--- src/rtl/decode_stage_pkg.sv ---
// Shared RV32I opcode constants, ALU op encodings and the decoded control bundle.
package decode_stage_pkg;

    localparam logic [6:0] OPC_LUI    = 7'b0110111;
    localparam logic [6:0] OPC_AUIPC  = 7'b0010111;
    localparam logic [6:0] OPC_JAL    = 7'b1101111;
    localparam logic [6:0] OPC_JALR   = 7'b1100111;
    localparam logic [6:0] OPC_BRANCH = 7'b1100011;
    localparam logic [6:0] OPC_LOAD   = 7'b0000011;
    localparam logic [6:0] OPC_STORE  = 7'b0100011;
    localparam logic [6:0] OPC_OPIMM  = 7'b0010011;
    localparam logic [6:0] OPC_OP     = 7'b0110011;

    typedef enum logic [3:0] {
        ALU_ADD    = 4'd0,
        ALU_SUB    = 4'd1,
        ALU_SLL    = 4'd2,
        ALU_SLT    = 4'd3,
        ALU_SLTU   = 4'd4,
        ALU_XOR    = 4'd5,
        ALU_SRL    = 4'd6,
        ALU_SRA    = 4'd7,
        ALU_OR     = 4'd8,
        ALU_AND    = 4'd9,
        ALU_PASS_B = 4'd10
    } alu_op_e;

    typedef struct packed {
        alu_op_e alu_op;
        logic    src1_pc;
        logic    src2_imm;
        logic    reg_write;
        logic    mem_read;
        logic    mem_write;
        logic    is_branch;
        logic    is_jump;
        logic    illegal;
    } ctrl_t;

    // alt is instr[30]; it selects SUB only for register-register ops, SRA for both.
    function automatic alu_op_e alu_from_funct3(input logic [2:0] f3, input logic alt,
                                                input logic is_op);
        case (f3)
            3'b000:  return (alt && is_op) ? ALU_SUB : ALU_ADD;
            3'b001:  return ALU_SLL;
            3'b010:  return ALU_SLT;
            3'b011:  return ALU_SLTU;
            3'b100:  return ALU_XOR;
            3'b101:  return alt ? ALU_SRA : ALU_SRL;
            3'b110:  return ALU_OR;
            default: return ALU_AND;
        endcase
    endfunction

endpackage

--- src/rtl/decode_stage_instr_decoder.sv ---
// Combinational RV32I decoder: instruction word to control bundle, immediate and source usage.
module instr_decoder
    import decode_stage_pkg::*;
#(
    parameter int XLEN = 32
) (
    input  logic [31:0]     instr_i,
    output ctrl_t           ctrl_o,
    output logic [XLEN-1:0] imm_o,
    output logic            uses_rs1_o,
    output logic            uses_rs2_o
);

    logic [6:0]      opcode;
    logic [XLEN-1:0] imm_i, imm_s, imm_b, imm_u, imm_j;

    assign opcode = instr_i[6:0];
    assign imm_i  = XLEN'($signed(instr_i[31:20]));
    assign imm_s  = XLEN'($signed({instr_i[31:25], instr_i[11:7]}));
    assign imm_b  = XLEN'($signed({instr_i[31], instr_i[7], instr_i[30:25], instr_i[11:8], 1'b0}));
    assign imm_u  = XLEN'($signed({instr_i[31:12], 12'b0}));
    assign imm_j  = XLEN'($signed({instr_i[31], instr_i[19:12], instr_i[20], instr_i[30:21], 1'b0}));

    always_comb begin
        ctrl_o        = '0;
        ctrl_o.alu_op = ALU_ADD;
        imm_o         = '0;
        uses_rs1_o    = 1'b1;
        uses_rs2_o    = 1'b0;
        case (opcode)
            OPC_LUI: begin
                ctrl_o.alu_op    = ALU_PASS_B;
                ctrl_o.src2_imm  = 1'b1;
                ctrl_o.reg_write = 1'b1;
                imm_o            = imm_u;
                uses_rs1_o       = 1'b0;
            end
            OPC_AUIPC: begin
                ctrl_o.src1_pc   = 1'b1;
                ctrl_o.src2_imm  = 1'b1;
                ctrl_o.reg_write = 1'b1;
                imm_o            = imm_u;
                uses_rs1_o       = 1'b0;
            end
            OPC_JAL: begin
                ctrl_o.src1_pc   = 1'b1;
                ctrl_o.src2_imm  = 1'b1;
                ctrl_o.reg_write = 1'b1;
                ctrl_o.is_jump   = 1'b1;
                imm_o            = imm_j;
                uses_rs1_o       = 1'b0;
            end
            OPC_JALR: begin
                ctrl_o.src2_imm  = 1'b1;
                ctrl_o.reg_write = 1'b1;
                ctrl_o.is_jump   = 1'b1;
                imm_o            = imm_i;
            end
            OPC_BRANCH: begin
                ctrl_o.alu_op    = ALU_SUB;
                ctrl_o.is_branch = 1'b1;
                imm_o            = imm_b;
                uses_rs2_o       = 1'b1;
            end
            OPC_LOAD: begin
                ctrl_o.src2_imm  = 1'b1;
                ctrl_o.reg_write = 1'b1;
                ctrl_o.mem_read  = 1'b1;
                imm_o            = imm_i;
            end
            OPC_STORE: begin
                ctrl_o.src2_imm  = 1'b1;
                ctrl_o.mem_write = 1'b1;
                imm_o            = imm_s;
                uses_rs2_o       = 1'b1;
            end
            OPC_OPIMM: begin
                ctrl_o.alu_op    = alu_from_funct3(instr_i[14:12], instr_i[30], 1'b0);
                ctrl_o.src2_imm  = 1'b1;
                ctrl_o.reg_write = 1'b1;
                imm_o            = imm_i;
            end
            OPC_OP: begin
                ctrl_o.alu_op    = alu_from_funct3(instr_i[14:12], instr_i[30], 1'b1);
                ctrl_o.reg_write = 1'b1;
                uses_rs2_o       = 1'b1;
            end
            default: ctrl_o.illegal = 1'b1;
        endcase
    end

endmodule

--- src/rtl/decode_stage.sv ---
// RV32I decode stage: drives register-file read addresses and registers decoded controls
// on the same edge the register file returns data; owns load-use, backpressure and flush.
module decode_stage
    import decode_stage_pkg::*;
#(
    parameter int XLEN = 32,
    parameter int RAW  = 5
) (
    input  logic            clk,
    input  logic            rst_n,
    input  logic            if_valid,
    input  logic [XLEN-1:0] if_instr,
    input  logic [XLEN-1:0] if_pc,
    output logic            if_ready,
    input  logic            flush,
    input  logic            ex_ready,
    output logic [RAW-1:0]  rf_rs1_addr,
    output logic [RAW-1:0]  rf_rs2_addr,
    output logic            ex_valid,
    output logic [XLEN-1:0] ex_pc,
    output logic [XLEN-1:0] ex_imm,
    output logic [RAW-1:0]  ex_rs1,
    output logic [RAW-1:0]  ex_rs2,
    output logic [RAW-1:0]  ex_rd,
    output logic [3:0]      ex_alu_op,
    output logic            ex_src1_pc,
    output logic            ex_src2_imm,
    output logic [2:0]      ex_funct3,
    output logic            ex_reg_write,
    output logic            ex_mem_read,
    output logic            ex_mem_write,
    output logic            ex_is_branch,
    output logic            ex_is_jump,
    output logic            ex_illegal
);

    typedef struct packed {
        logic            valid;
        logic [XLEN-1:0] pc;
        logic [XLEN-1:0] imm;
        logic [RAW-1:0]  rs1;
        logic [RAW-1:0]  rs2;
        logic [RAW-1:0]  rd;
        logic [2:0]      funct3;
        ctrl_t           ctrl;
    } ex_t;

    ex_t             ex_q, ex_d;
    ctrl_t           dec_ctrl;
    logic [XLEN-1:0] dec_imm;
    logic            uses_rs1, uses_rs2;
    logic [RAW-1:0]  in_rs1, in_rs2, in_rd;
    logic            hold, load_use;

    instr_decoder #(.XLEN(XLEN)) u_dec (
        .instr_i    (if_instr[31:0]),
        .ctrl_o     (dec_ctrl),
        .imm_o      (dec_imm),
        .uses_rs1_o (uses_rs1),
        .uses_rs2_o (uses_rs2)
    );

    assign in_rs1 = if_instr[15 +: RAW];
    assign in_rs2 = if_instr[20 +: RAW];
    assign in_rd  = if_instr[7 +: RAW];

    assign hold     = ex_q.valid & ~ex_ready;
    assign load_use = ex_q.valid & ex_q.ctrl.mem_read & (ex_q.rd != '0) & if_valid &
                      ((uses_rs1 & (in_rs1 == ex_q.rd)) | (uses_rs2 & (in_rs2 == ex_q.rd)));
    assign if_ready = ~hold & ~load_use & ~flush;

    // While held, re-read the held sources so same-cycle writebacks reach execute.
    assign rf_rs1_addr = hold ? ex_q.rs1 : in_rs1;
    assign rf_rs2_addr = hold ? ex_q.rs2 : in_rs2;

    always_comb begin
        ex_d = ex_q;
        if (flush) begin
            ex_d.valid = 1'b0;
        end else if (hold) begin
            ex_d = ex_q;
        end else if (load_use) begin
            ex_d.valid = 1'b0;
        end else if (if_valid) begin
            ex_d.valid  = 1'b1;
            ex_d.pc     = if_pc;
            ex_d.imm    = dec_imm;
            ex_d.rs1    = in_rs1;
            ex_d.rs2    = in_rs2;
            ex_d.rd     = dec_ctrl.reg_write ? in_rd : '0;
            ex_d.funct3 = if_instr[14:12];
            ex_d.ctrl   = dec_ctrl;
        end else begin
            ex_d.valid = 1'b0;
        end
    end

    always_ff @(posedge clk) begin
        if (!rst_n) ex_q <= '0;
        else        ex_q <= ex_d;
    end

    assign ex_valid     = ex_q.valid;
    assign ex_pc        = ex_q.pc;
    assign ex_imm       = ex_q.imm;
    assign ex_rs1       = ex_q.rs1;
    assign ex_rs2       = ex_q.rs2;
    assign ex_rd        = ex_q.rd;
    assign ex_alu_op    = ex_q.ctrl.alu_op;
    assign ex_src1_pc   = ex_q.ctrl.src1_pc;
    assign ex_src2_imm  = ex_q.ctrl.src2_imm;
    assign ex_funct3    = ex_q.funct3;
    assign ex_reg_write = ex_q.ctrl.reg_write;
    assign ex_mem_read  = ex_q.ctrl.mem_read;
    assign ex_mem_write = ex_q.ctrl.mem_write;
    assign ex_is_branch = ex_q.ctrl.is_branch;
    assign ex_is_jump   = ex_q.ctrl.is_jump;
    assign ex_illegal   = ex_q.ctrl.illegal;

endmodule

--- config.mk ---
export PLATFORM = sky130hd
export DESIGN_NAME = decode_stage
export DESIGN_NICKNAME = d
export VERILOG_FILES = /design/src/rtl/decode_stage_pkg.sv /design/src/rtl/decode_stage_instr_decoder.sv /design/src/rtl/decode_stage.sv
export SDC_FILE = /design/constraint.sdc
export NUM_CORES = 1
export LEC_CHECK = 0
export BUFFER_PORTS_ARGS = -buffer_cell sky130_fd_sc_hd__buf_4
export CAP_MARGIN = 25
export CELL_PAD_IN_SITES_DETAIL_PLACEMENT = 0
export CELL_PAD_IN_SITES_GLOBAL_PLACEMENT = 1
export CORE_ASPECT_RATIO = 0.5
export CORE_MARGIN = 1
export CORE_UTILIZATION = 32
export CTS_CLUSTER_DIAMETER = 200
export DETAILED_ROUTE_END_ITERATION = 16
export GPL_ROUTABILITY_DRIVEN = 0
export GPL_TIMING_DRIVEN = 0
export PLACE_DENSITY = 0.73
export SLEW_MARGIN = 0
export SYNTH_ARGS = -nofsm -noshare
export SYNTH_HDL_FRONTEND = slang
export SYNTH_SLANG_ARGS = --single-unit
--- constraint.sdc ---
create_clock -name clk -period 1.75 [get_ports clk]
set_input_delay 0.35 -clock clk [delete_from_list [all_inputs] [get_ports clk]]
set_output_delay 0.35 -clock clk [all_outputs]
set_load 0.005 [all_outputs]
==> tab_implementation.tex, run 1 <==
\begin{tabular}{lr}
\hline
Metric & Value \\
\hline
\multicolumn{2}{l}{\textbf{Drt}} \\
\quad Post-detailed-route count of antenna-violating nets & 0 \\
\quad DR vias & 4529 \\
\quad Drt wl/cell & 16.6 um \\
\quad Drt first pass iters & 5 \\
\quad Total Routed Length & 15.5 mm \\
\quad DRC errors left & 0 \\
\quad Detailed router's first-iteration violation count & 280 \\
\quad Via-to-Cell Ratio & 4.83 \\
\multicolumn{2}{l}{\textbf{STA}} \\
\quad Measured slew at the worst slew-check pin & 0.821 ns \\
\quad Setup repair after global routing missed its margin & yes \\
\quad Setup-violating endpoint count in the final report & around 110 \\
\quad Max transition margin & a little under half \\
\quad Number of failing hold endpoints at the final stage & 0 \\
\quad Max Fclk & 0.470 GHz \\
\quad Final Cycle Share & 121\% \\
\quad Pins over their slew limit & 0 \\
\quad Clock period minus worst slack & 2.13 ns \\
\quad Final Worst Setup Slack & -0.376 ns \\
\quad Final worst clock skew & 0.0128 ns \\
\multicolumn{2}{l}{\textbf{Finish}} \\
\quad Commonest non-fill, non-tap cell in the layout & buf\_4 \\
\quad Final instance area & 0.00720 mm\^{}2 \\
\quad Core occupancy in the finished layout & around 52\% \\
\quad Most frequent cells in the layout & 170 x buf\_4, 163 x nand2\_1, 93 x mux2i\_1 \\
\quad Number of inserted diodes & 0 \\
\quad Fin nets & 809 \\
\quad Fraction of layout cells with a size suffix above 1 & between 30\% and 40\% \\
\quad Synth-to-Final Area Change & 56.1\% \\
\multicolumn{2}{l}{\textbf{Global routing}} \\
\quad Number of global-route vias before repair & 4207 \\
\quad Initial antenna violation count & 0 \\
\quad Wire length of the first global-routing pass & roughly 23 mm \\
\quad GRT Overall Usage & around a fifth \\
\quad Pin count of the biggest net entering global routing & 17 \\
\quad Remaining global-route overflow & 0 \\
\multicolumn{2}{l}{\textbf{Clock tree}} \\
\quad Clock transition at the registers of the reported paths & 0.07 ns \\
\quad Skew-Pair Late Insertion Delay & 0.35 ns \\
\quad Clock tree from TritonCTS & built \\
\quad Hold buffer count at CTS & 0 \\
\quad Buffer depth of the longest clock path & 2 \\
\quad CTS buffer count & 9 \\
\quad H-tree levels & 3 \\
\quad CTS Sinks & 95 \\
\quad Buffer type at the clock tree root & clkbuf\_16 \\
\multicolumn{2}{l}{\textbf{Floorplan}} \\
\quad Count of boundary I/O pins & between 150 and 200 \\
\quad Horizontal die dimension & 172 um \\
\quad Die Ht & a little under 90 um \\
\quad Number of standard-cell rows in the floorplan & 30 \\
\quad Initial Utilization & 33.4\% \\
\quad Die outline area & 0.0149 mm\^{}2 \\
\quad Core area & 0.0138 mm\^{}2 \\
\multicolumn{2}{l}{\textbf{Setup path}} \\
\quad Nature of the critical path startpoint & flop \\
\quad Maximum cell stage delay along the critical path & roughly 0.38 ns \\
\quad Worst path top cell family by delay & simple AND/OR/NAND/NOR gates \\
\quad Data required time at the worst endpoint & 1.40 ns \\
\quad Cell with the largest stage delay on the worst path & nor4\_2 \\
\quad Endpoint arrival time on the critical path & 1.78 ns \\
\quad Cell Chain, Critical Path & xor2\_1 -> nor4\_2 -> nand4\_1 -> o21ai\_1 -> nor3b\_2 -> buf\_4 \\
\quad Crit path kind & flop to output pin \\
\quad Buffer and inverter count on the worst path & 1 \\
\quad Highest net fanout along the worst path & 5 \\
\quad Worst setup EP type & output pin \\
\multicolumn{2}{l}{\textbf{Logic synthesis}} \\
\quad Number of standard cells after synthesis & 530 \\
\quad Commonest register cell after synthesis & dfxtp\_1 \\
\quad Average cell area after synthesis & 8.70 um\^{}2 \\
\quad Yosys Warn Count & 0 \\
\quad Fraction of the yosys area taken by sequential cells & 41.2\% \\
\quad Flip-flop and latch count after synthesis & 95 \\
\quad Net count of the mapped netlist & 599 \\
\quad Share of async-settable or async-resettable flops after synthesis & 0\% \\
\quad Number of enable-type register cells in the synthesized netlist & 0 \\
\quad Number of library cell types mapped by synthesis & 45 \\
\quad Synth Cell Area & 0.00461 mm\^{}2 \\
\multicolumn{2}{l}{\textbf{Min path}} \\
\quad Class of the tightest hold or removal check & input port to flop \\
\multicolumn{2}{l}{\textbf{Pwr}} \\
\quad PD cells & between 600 and 700 mW/mm\^{}2 \\
\quad Worst vdd rail ir drop & 0.464 mV \\
\quad Leakage power summed over all cells & 3.56 nW \\
\multicolumn{2}{l}{\textbf{Status}} \\
\quad Outcome & finished, violations left \\
\quad Violated checks & negative setup slack \\
\multicolumn{2}{l}{\textbf{Placement}} \\
\quad Placed instance area & 0.00615 mm\^{}2 \\
\quad Estimated wirelength of the detail-placed design & 11.1 mm \\
\quad PortBufs & roughly 170 \\
\quad Place WS & -0.659 ns \\
\multicolumn{2}{l}{\textbf{Job}} \\
\quad Max\_cap viols & 0 \\
\hline
\end{tabular}
worst register-to-register path, delay by kind of cell (launching register included):
kind	cells	cell delay, ns
compound gates	1	0.08
xor+xnor	1	0.15
buf+inv	4	0.68
flops	1	0.37
mux	1	0.18
simple gates	2	0.55
routing by layer:
layer / share of wire, % / routed length (um) / GRT usage, %
met2: 46 / 7090 / 32.0
met1: 47 / 7330 / 27.1
met5: 0 / 0 / 0
met4: 0.82 / 127 / 3.94
met3: 6.5 / 1010 / 4.27
stage by stage:
step                std cells  total power [W]  TNS, ns  hold slack (ns)
finish                    937          0.00503   -29.57            0.246
global route              937          0.00523   -33.21            0.240
CTS                       923          0.00500   -24.37            0.240
detailed placement        894          0.00300   -51.45            0.452
global placement          894          0.00300   -51.80            0.445
floorplan                 530          0.00263        0            0.454
what timing repair did:
item	CTS	global route
gates resized for setup	68	23
pin swaps	4	9
cloned	3	9
endpoints found under the setup margin	103	105
buffers inserted	10	9
Yosys cell counts (3+ instances only):
cell type	n	share of area, %
a211oi_1	3	0.49
a21boi_0	7	1.1
a21oi_1	5	0.54
a22o_1	5	0.95
and3_1	10	1.4
and3b_1	3	0.57
buf_2	4	0.43
buf_6	7	1.7
clkbuf_1	28	2.3
dfxtp_1	95	41
inv_1	5	0.41
mux2_2	10	2.4
mux2i_1	95	21
nand2_1	163	13
nand2b_1	3	0.41
nand3_1	9	0.98
nor2_1	6	0.49
nor3_1	4	0.43
o21ai_0	27	2.9
xor2_1	8	1.5
final timing paths:
check,from,end,slack [ns],cells after the start
setup / recovery,ex_rd[3]$_SDFFE_PN0P_,if_ready,-0.38,6
hold / removal,if_pc[28],ex_pc[28]$_SDFFE_PN0P_,0.25,3
setup reg to reg,ex_rd[3]$_SDFFE_PN0P_,ex_rs1[2]$_SDFFE_PN0P_,-0.35,9
hold reg to reg,ex_pc[23]$_SDFFE_PN0P_,ex_pc[23]$_SDFFE_PN0P_,0.46,2
state kept, by name, summed over array words and instances, names as in the netlist, 3 cells and up:
| name | cells |
|---|---|
| ex_pc | 32 |
| ex_alu_op | 4 |
| ex_rs1 | 5 |
| ex_funct3 | 3 |
| ex_imm | 32 |
| ex_rs2 | 5 |
| ex_rd | 5 |
report_power, final:
| group | internal [W] | leakage, nW | switching (W) |
|---|---|---|---|
| Combinational | 0.000485 | 2.65 | 0.000388 |
| Sequential | 0.00222 | 0.775 | 0.0000372 |
| Clock | 0.00101 | 0.139 | 0.000890 |
| Total | 0.00371 | 3.56 | 0.00132 |
cells by family (layout without fill, tap and decap cells):
kind of cell | count (synthesis) | in the layout | share of synthesized area [%]
and+or+nand+nor | 214 | 214 | 20.2
muxes | 105 | 105 | 23.1
DFF | 95 | 95 | 41.2
AOI/OAI and AO/OA | 60 | 60 | 8.65
buffers and inverters | 46 | 261 | 4.99
xor gates and xnor gates | 10 | 10 | 1.90
final cells by class:
class | count | area, um^2
fillers | 1353 | 6610
multi-input cells | 389 | 2600
flip-flops and latches | 95 | 1920
repair buffers | 201 | 1830
plain buffers | 39 | 303
well taps | 192 | 240
clock buffers | 10 | 239
clock inverters | 6 | 43.8
inverters | 5 | 18.8
Note: power is estimated with default switching activity, not from simulation.
==> run 2, diff against run 1 <==
- GPL_TIMING_DRIVEN: 0 -> default
- SKIP_LAST_GASP: default -> 1
==> run 2 against run 1 <==
Compared with the run above:
- the flow still finishes with violations (negative setup slack)
- sequential power barely moved
- count of clock-buffer cells in the layout grew 1
- via count is 0.93% lower
- die area is the same
- clock skew fell by 0.0020 ns
- first-iteration DRC count down 13%
- final area up 3.4%
- register-to-register slack about the same
- worst hold slack better by 0.016 ns
- non-clock buffer count grew 18
- critical path type is now flop to flop
- largest power group unchanged
==> tab_implementation.tex, run 2 (synthesis gave the netlist of run 1 again) <==
\begin{tabular}{lr}
\hline
Metric & Value \\
\hline
\multicolumn{2}{l}{\textbf{Floorplan}} \\
\quad Count of boundary I/O pins & 175 (unchanged) \\
\quad Number of standard-cell rows in the floorplan & 30 (unchanged) \\
\quad Initial Utilization & 33.4\% (unchanged) \\
\quad Core area & 0.0138 mm\^{}2 (unchanged) \\
\quad Horizontal die dimension & 172 um (unchanged) \\
\quad Die outline area & 0.0149 mm\^{}2 (unchanged) \\
\quad Die Ht & 86.9 um (unchanged) \\
\multicolumn{2}{l}{\textbf{Global routing}} \\
\quad Wire length of the first global-routing pass & 21.4 mm (was 22.6 mm) \\
\quad Pin count of the biggest net entering global routing & 46 (was 17) \\
\quad Initial antenna violation count & 0 (unchanged) \\
\quad GRT Overall Usage & 18.5\% (was 19.7\%) \\
\quad Remaining global-route overflow & 0 (unchanged) \\
\quad Number of global-route vias before repair & 4004 (was 4207) \\
\multicolumn{2}{l}{\textbf{Drt}} \\
\quad Post-detailed-route count of antenna-violating nets & 0 (unchanged) \\
\quad Via-to-Cell Ratio & 4.71 (was 4.83) \\
\quad Drt first pass iters & 5 (unchanged) \\
\quad DRC errors left & 0 (unchanged) \\
\quad Drt wl/cell & 15.3 um (was 16.6 um) \\
\quad DR vias & 4487 (was 4529) \\
\quad Detailed router's first-iteration violation count & 245 (was 280) \\
\quad Total Routed Length & 14.6 mm (was 15.5 mm) \\
\multicolumn{2}{l}{\textbf{STA}} \\
\quad Final worst clock skew & 0.0108 ns (was 0.0128 ns) \\
\quad Max Fclk & 0.475 GHz (was 0.470 GHz) \\
\quad Setup-violating endpoint count in the final report & 105 (unchanged) \\
\quad Clock period minus worst slack & 2.11 ns (was 2.13 ns) \\
\quad Measured slew at the worst slew-check pin & 0.496 ns (was 0.821 ns) \\
\quad Pins over their slew limit & 0 (unchanged) \\
\quad Max transition margin & 66.5\% (was 45.3\%) \\
\quad Final Worst Setup Slack & -0.357 ns (was -0.376 ns) \\
\quad Number of failing hold endpoints at the final stage & 0 (unchanged) \\
\quad Setup repair after global routing missed its margin & yes (unchanged) \\
\quad Final Cycle Share & 120\% (was 121\%) \\
\quad Worst Hold Margin & 0.262 ns (was 0.246 ns) \\
\multicolumn{2}{l}{\textbf{Finish}} \\
\quad Core occupancy in the finished layout & 53.9\% (was 52.1\%) \\
\quad Fraction of layout cells with a size suffix above 1 & 39.6\% (was 34.8\%) \\
\quad Filler cells & 1308 (was 1353) \\
\quad Most frequent cells in the layout & 223 x buf\_4, 163 x nand2\_1, 94 x mux2i\_1 (was 170 x buf\_4, 163 x nand2\_1, 93 x mux2i\_1) \\
\quad Fin nets & 827 (was 809) \\
\quad Number of inserted diodes & 0 (unchanged) \\
\quad Commonest non-fill, non-tap cell in the layout & buf\_4 (unchanged) \\
\quad Layout Cells excl Fill & 953 (was 937) \\
\quad Synth-to-Final Area Change & 61.3\% (was 56.1\%) \\
\multicolumn{2}{l}{\textbf{Status}} \\
\quad Violated checks & negative setup slack (unchanged) \\
\quad Outcome & finished, violations left (unchanged) \\
\multicolumn{2}{l}{\textbf{Pwr}} \\
\quad Leakage power summed over all cells & 3.76 nW (was 3.56 nW) \\
\quad Worst vdd rail ir drop & 0.458 mV (was 0.464 mV) \\
\quad PD cells & 709 mW/mm\^{}2 (was 699 mW/mm\^{}2) \\
\multicolumn{2}{l}{\textbf{Placement}} \\
\quad PortBufs & 174 (was 172) \\
\quad Cell total after placement & 915 (was 894) \\
\quad Estimated wirelength of the detail-placed design & 10.3 mm (was 11.1 mm) \\
\multicolumn{2}{l}{\textbf{Clock tree}} \\
\quad Clock tree from TritonCTS & built (unchanged) \\
\quad Skew-Pair Late Insertion Delay & 0.34 ns (was 0.35 ns) \\
\quad CTS Sinks & 95 (unchanged) \\
\quad Buffer depth of the longest clock path & 2 (unchanged) \\
\quad H-tree levels & 3 (unchanged) \\
\quad Buffer type at the clock tree root & clkbuf\_16 (unchanged) \\
\quad CTS buffer count & 9 (unchanged) \\
\quad Clock transition at the registers of the reported paths & 0.07 ns (about the same) \\
\multicolumn{2}{l}{\textbf{Job}} \\
\quad Max\_cap viols & 0 (unchanged) \\
\multicolumn{2}{l}{\textbf{Setup path}} \\
\quad Nature of the critical path startpoint & flop (unchanged) \\
\quad Endpoint arrival time on the critical path & 2.37 ns (was 1.78 ns) \\
\quad Highest net fanout along the worst path & 8 (was 5) \\
\quad Data required time at the worst endpoint & 2.01 ns (was 1.40 ns) \\
\quad Worst setup EP type & flop (was output pin) \\
\quad Crit path kind & flop to flop (was flop to output pin) \\
\multicolumn{2}{l}{\textbf{Min path}} \\
\quad Class of the tightest hold or removal check & input port to flop (unchanged) \\
\hline
\end{tabular}
[run 2: final timing paths]
path,startpoint,end,slack (ns),cells after the start
worst max-delay path,ex_rd[1]$_SDFFE_PN0P_,ex_is_branch$_SDFFE_PN0P_,-0.36,10
worst min-delay path,if_pc[8],ex_pc[8]$_SDFFE_PN0P_,0.26,3
worst max register to register,ex_rd[1]$_SDFFE_PN0P_,ex_is_branch$_SDFFE_PN0P_,-0.36,10
worst min register to register,ex_pc[14]$_SDFFE_PN0P_,ex_pc[14]$_SDFFE_PN0P_,0.46,2
[run 2: layer usage]
layer | track usage (%) | wire, um
met4 | 4.18 | 102
met3 | 3.91 | 669
met5 | 0 | 0
met1 | 25.1 | 7040
met2 | 30.4 | 6760
[run 2: worst max-delay path: stages, from the launching register on]
cell	delay (ns)
dfxtp_4	0.35
buf_6	0.12
buf_4	0.13
xnor2_1	0.22
nand4_1	0.17
buf_4	0.19
o211ai_4	0.22
buf_8	0.19
buf_12	0.12
buf_12	0.12
mux2i_2	0.20
[run 2: where the power goes]
group          leakage [nW]  internal (W)  switching (W)
clock network         0.154       0.00131       0.000812
logic                  2.83      0.000512       0.000377
registers             0.774       0.00222      0.0000368
total                  3.76       0.00405        0.00123
[run 2: timing repair]
action / CTS / global route
gates resized for setup: 29 / 26
buffers inserted: 8 / 9
pin swaps: 4 / 5
hold buffers: 0 / 0
endpoints found under the setup margin: 105 / 105
cloned: 7 / 4
[run 2: layout make-up]
type	instances	area [um^2]	area share (%)
Tap cell	192	240	3.23
Inverter	5	18.8	0.252
Timing Repair Buffer	258	2340	31.4
Clock buffer	11	253	3.40
Multi-Input combinational cell	389	2610	35.1
Sequential cell	95	1910	25.7
Clock inverter	3	67.6	0.908
[run 2: stage by stage]
step           setup TNS, ns  setup WS (ns)  power, W  area (um^2)
2_1_floorplan              0         0.0223   0.00263         4620
3_3_place_gp          -28.83         -0.333   0.00303         6490
3_5_place_dp          -33.17         -0.401   0.00304         6490
4_1_cts               -21.28         -0.310   0.00527         7220
5_1_grt               -40.63         -0.462   0.00548         7440
6_report              -30.47         -0.357   0.00528         7440
==> run 3, diff against run 2 <==
- ABC_AREA: default -> 1
- CORE_UTILIZATION: 32 -> 30
==> run 3 against run 2 <==
Compared with the run above:
- the flow still finishes with violations (negative setup slack)
- combinational power up 51%
- die area up 14%
- core utilization down 2.4 points
- register-to-register slack better by 0.24 ns
- worst setup slack better by 0.21 ns
- final cell count up 35%
- flip-flop and latch count unchanged
- clock skew up 0.0012 ns
- sequential power up 6%
- count of clock-buffer cells in the layout unchanged
- worst hold slack worse by 0.045 ns
- critical path depth down 1
- critical endpoint is now if_ready
==> tab_implementation.tex, run 3 <==
\begin{tabular}{lr}
\hline
Metric & Value \\
\hline
\multicolumn{2}{l}{\textbf{Status}} \\
\quad Outcome & finished, violations left (unchanged) \\
\quad Violated checks & negative setup slack (unchanged) \\
\multicolumn{2}{l}{\textbf{Logic synthesis}} \\
\quad Fraction of the yosys area taken by sequential cells & 38.5\% (was 41.2\%) \\
\quad Yosys Warn Count & 0 (unchanged) \\
\quad Largest family of logic cells by synthesized area & simple AND/OR/NAND/NOR gates (was multiplexers) \\
\quad Most frequently used cell type in the post-synthesis netlist & nand2\_1 (unchanged) \\
\quad Commonest cells post-synth & 254 x nand2\_1, 192 x nor2\_1, 145 x inv\_1 (was 163 x nand2\_1, 95 x dfxtp\_1, 95 x mux2i\_1) \\
\quad Synthesized-area fraction occupied by adder cells & 0\% (unchanged) \\
\quad Post-synthesis simple-gate area fraction & 40.4\% (was 20.2\%) \\
\quad Number of library cell types mapped by synthesis & 29 (was 45) \\
\quad Synth Cell Area & 0.00494 mm\^{}2 (was 0.00461 mm\^{}2) \\
\quad Synth Area in Compound Gates & 4.96\% (was 8.65\%) \\
\quad Fraction of post-synthesis cell area in the top cell type by area & 38.5\% (was 41.2\%) \\
\quad Commonest register cell after synthesis & dfxtp\_1 (unchanged) \\
\quad Average cell area after synthesis & 5.97 um\^{}2 (was 8.70 um\^{}2) \\
\quad Flip-flop and latch count after synthesis & 95 (unchanged) \\
\quad Share of async-settable or async-resettable flops after synthesis & 0\% (unchanged) \\
\quad Net count of the mapped netlist & 896 (was 599) \\
\quad Number of enable-type register cells in the synthesized netlist & 0 (unchanged) \\
\quad Share of synthesized area spent on multiplexers & 0\% (was 23.1\%) \\
\quad Number of standard cells after synthesis & 827 (was 530) \\
\quad Cells taking the most area after synthesis & dfxtp\_1 39\%, nand2\_1 19\%, nor2\_1 15\% (was dfxtp\_1 41\%, mux2i\_1 21\%, nand2\_1 13\%) \\
\quad Xor and xnor area share after synthesis & 0.709\% (was 1.90\%) \\
\quad Cell type with the largest total area after synthesis & dfxtp\_1 (unchanged) \\
\multicolumn{2}{l}{\textbf{Floorplan}} \\
\quad Initial Utilization & 31.4\% (was 33.4\%) \\
\quad Die Ht & 92.7 um (was 86.9 um) \\
\quad Count of boundary I/O pins & 175 (unchanged) \\
\quad Number of standard-cell rows in the floorplan & 32 (was 30) \\
\quad Die outline area & 0.0170 mm\^{}2 (was 0.0149 mm\^{}2) \\
\quad Core area & 0.0157 mm\^{}2 (was 0.0138 mm\^{}2) \\
\quad Horizontal die dimension & 183 um (was 172 um) \\
\multicolumn{2}{l}{\textbf{STA}} \\
\quad Max transition margin & 73.2\% (was 66.5\%) \\
\quad Max Fclk & 0.526 GHz (was 0.475 GHz) \\
\quad Clock period minus worst slack & 1.90 ns (was 2.11 ns) \\
\quad Setup repair after global routing missed its margin & yes (unchanged) \\
\quad Final Cycle Share & 109\% (was 120\%) \\
\quad Final Worst Setup Slack & -0.150 ns (was -0.357 ns) \\
\quad Final worst clock skew & 0.0121 ns (was 0.0108 ns) \\
\quad Measured slew at the worst slew-check pin & 0.400 ns (was 0.496 ns) \\
\quad Setup-violating endpoint count in the final report & 96 (was 105) \\
\quad Pins over their slew limit & 0 (unchanged) \\
\quad Number of failing hold endpoints at the final stage & 0 (unchanged) \\
\multicolumn{2}{l}{\textbf{Finish}} \\
\quad Most frequent cells in the layout & 235 x nand2\_1, 221 x buf\_4, 169 x nor2\_1 (was 223 x buf\_4, 163 x nand2\_1, 94 x mux2i\_1) \\
\quad Fin nets & 1134 (was 827) \\
\quad Number of inserted diodes & 0 (unchanged) \\
\quad Filler cells & 1675 (was 1308) \\
\quad Synth-to-Final Area Change & 64.1\% (was 61.3\%) \\
\quad Fraction of layout cells with a size suffix above 1 & 33.6\% (was 39.6\%) \\
\quad Final instance area & 0.00811 mm\^{}2 (was 0.00744 mm\^{}2) \\
\quad Commonest non-fill, non-tap cell in the layout & nand2\_1 (was buf\_4) \\
\multicolumn{2}{l}{\textbf{Setup path}} \\
\quad Crit path kind & flop to output pin (was flop to flop) \\
\quad Endpoint arrival time on the critical path & 1.55 ns (was 2.37 ns) \\
\quad Nature of the critical path startpoint & flop (unchanged) \\
\quad Data required time at the worst endpoint & 1.40 ns (was 2.01 ns) \\
\quad Worst setup path startpoint & ex\_rd[0]\$\_SDFFE\_PN0P\_ (was ex\_rd[1]\$\_SDFFE\_PN0P\_) \\
\quad Crit Reg-Reg Startpoint & ex\_rd[0]\$\_SDFFE\_PN0P\_ (was ex\_rd[1]\$\_SDFFE\_PN0P\_) \\
\quad Worst setup EP type & output pin (was flop) \\
\quad Highest net fanout along the worst path & 4 (was 8) \\
\multicolumn{2}{l}{\textbf{Drt}} \\
\quad Via-to-Cell Ratio & 4.34 (was 4.71) \\
\quad DRC errors left & 0 (unchanged) \\
\quad Drt first pass iters & 5 (unchanged) \\
\quad Total Routed Length & 18.0 mm (was 14.6 mm) \\
\quad DR vias & 5607 (was 4487) \\
\quad Drt wl/cell & 13.9 um (was 15.3 um) \\
\quad Post-detailed-route count of antenna-violating nets & 0 (unchanged) \\
\quad Detailed router's first-iteration violation count & 312 (was 245) \\
\multicolumn{2}{l}{\textbf{Pwr}} \\
\quad Worst vdd rail ir drop & 0.483 mV (was 0.458 mV) \\
\quad Leakage power summed over all cells & 4.56 nW (was 3.76 nW) \\
\quad PD cells & 726 mW/mm\^{}2 (was 709 mW/mm\^{}2) \\
\quad Power Total & 0.00588 W (was 0.00528 W) \\
\multicolumn{2}{l}{\textbf{Global routing}} \\
\quad Number of global-route vias before repair & 5007 (was 4004) \\
\quad Remaining global-route overflow & 0 (unchanged) \\
\quad Wire length of the first global-routing pass & 25.6 mm (was 21.4 mm) \\
\quad GRT Overall Usage & 19.3\% (was 18.5\%) \\
\quad Pin count of the biggest net entering global routing & 47 (was 46) \\
\quad Initial antenna violation count & 0 (unchanged) \\
\multicolumn{2}{l}{\textbf{Clock tree}} \\
\quad Clock tree from TritonCTS & built (unchanged) \\
\quad Clock transition at the registers of the reported paths & 0.07 ns (about the same) \\
\quad H-tree levels & 3 (unchanged) \\
\quad Buffer type at the clock tree root & clkbuf\_16 (unchanged) \\
\quad Hold buffer count at CTS & 0 (unchanged) \\
\quad CTS Sinks & 95 (unchanged) \\
\quad CTS buffer count & 9 (unchanged) \\
\quad Buffer depth of the longest clock path & 2 (unchanged) \\
\quad Skew-Pair Late Insertion Delay & 0.36 ns (was 0.34 ns) \\
\multicolumn{2}{l}{\textbf{Placement}} \\
\quad Placed instance area & 0.00684 mm\^{}2 (was 0.00649 mm\^{}2) \\
\quad PortBufs & 174 (unchanged) \\
\quad Estimated wirelength of the detail-placed design & 11.7 mm (was 10.3 mm) \\
\multicolumn{2}{l}{\textbf{Min path}} \\
\quad Startpoint of the most critical hold path & if\_pc[30] (was if\_pc[8]) \\
\quad Class of the tightest hold or removal check & input port to flop (unchanged) \\
\multicolumn{2}{l}{\textbf{Job}} \\
\quad Max\_cap viols & 0 (unchanged) \\
\hline
\end{tabular}
## run 3: final cells by class
class,instances,area [um^2],share of cell area (%)
Timing Repair Buffer,264,2520,31.0
Multi-Input combinational cell,545,2510,31.0
Sequential cell,95,1920,23.7
Inverter,150,568,7.01
Tap cell,221,277,3.41
Clock buffer,11,233,2.87
Clock inverter,5,82.6,1.02
## run 3: worst paths after layout
path                        endpoint  slack [ns]  cells after the start
max                         if_ready       -0.15                      9
min           ex_pc[30]$_SDFFE_PN0P_        0.22                      3
max reg2reg   ex_pc[14]$_SDFFE_PN0P_       -0.12                     13
min reg2reg  ex_is_jump$_SDFFE_PN0P_        0.51                      4
## run 3: kinds of logic (layout without fill, tap and decap cells)
group                     count (synthesis)  in the layout
AOI/OAI and AO/OA                        44             44
DFF                                      95             95
and+or+nand+nor                         497            497
buffers and inverters                   187            430
xor gates and xnor gates                  4              4
## run 3: worst max-delay path: stages, from the launching register on
cell     delay, ns
dfxtp_4       0.37
xnor2_1       0.19
nand3_2       0.10
nor2_2        0.12
nand2_2       0.05
nand2_2       0.08
nand2_4       0.05
nand2_2       0.06
nor2_2        0.04
buf_4         0.13
## run 3: per-stage QoR
step                std cells  hold WS (ns)  utilization [%]  setup slack, ns  setup TNS (ns)
finish                   1291         0.217             51.5           -0.150           -5.62
global route             1291         0.218             51.5           -0.212          -13.80
CTS                      1267         0.209             46.9           -0.141           -1.06
detailed placement       1240         0.499             43.4           -0.216          -15.77
global placement         1240         0.497             43.4           -0.163          -11.86
floorplan                 827         0.485                -          0.00371               0
## run 3: repair_timing
item,in CTS,in global routing
pin swaps,8,9
resized for setup,36,84
gates cloned,4,20
buffers inserted,7,4
endpoints found under the setup margin,34,105
## run 3: power by group
| part | internal (W) | switching, W | total (W) |
|---|---|---|---|
| registers | 0.00231 | 0.0000955 | 0.00240 |
| logic | 0.000706 | 0.000635 | 0.00134 |
| clock network | 0.00126 | 0.000882 | 0.00214 |
## run 3: per-layer routing
layer	vias up	part of all wire, %	track usage (%)
met5	-	0	0
li1	2913	-	-
met3	12	6.5	5.15
met2	147	43	29.4
met1	2535	50	27.4
met4	0	0.78	3.40
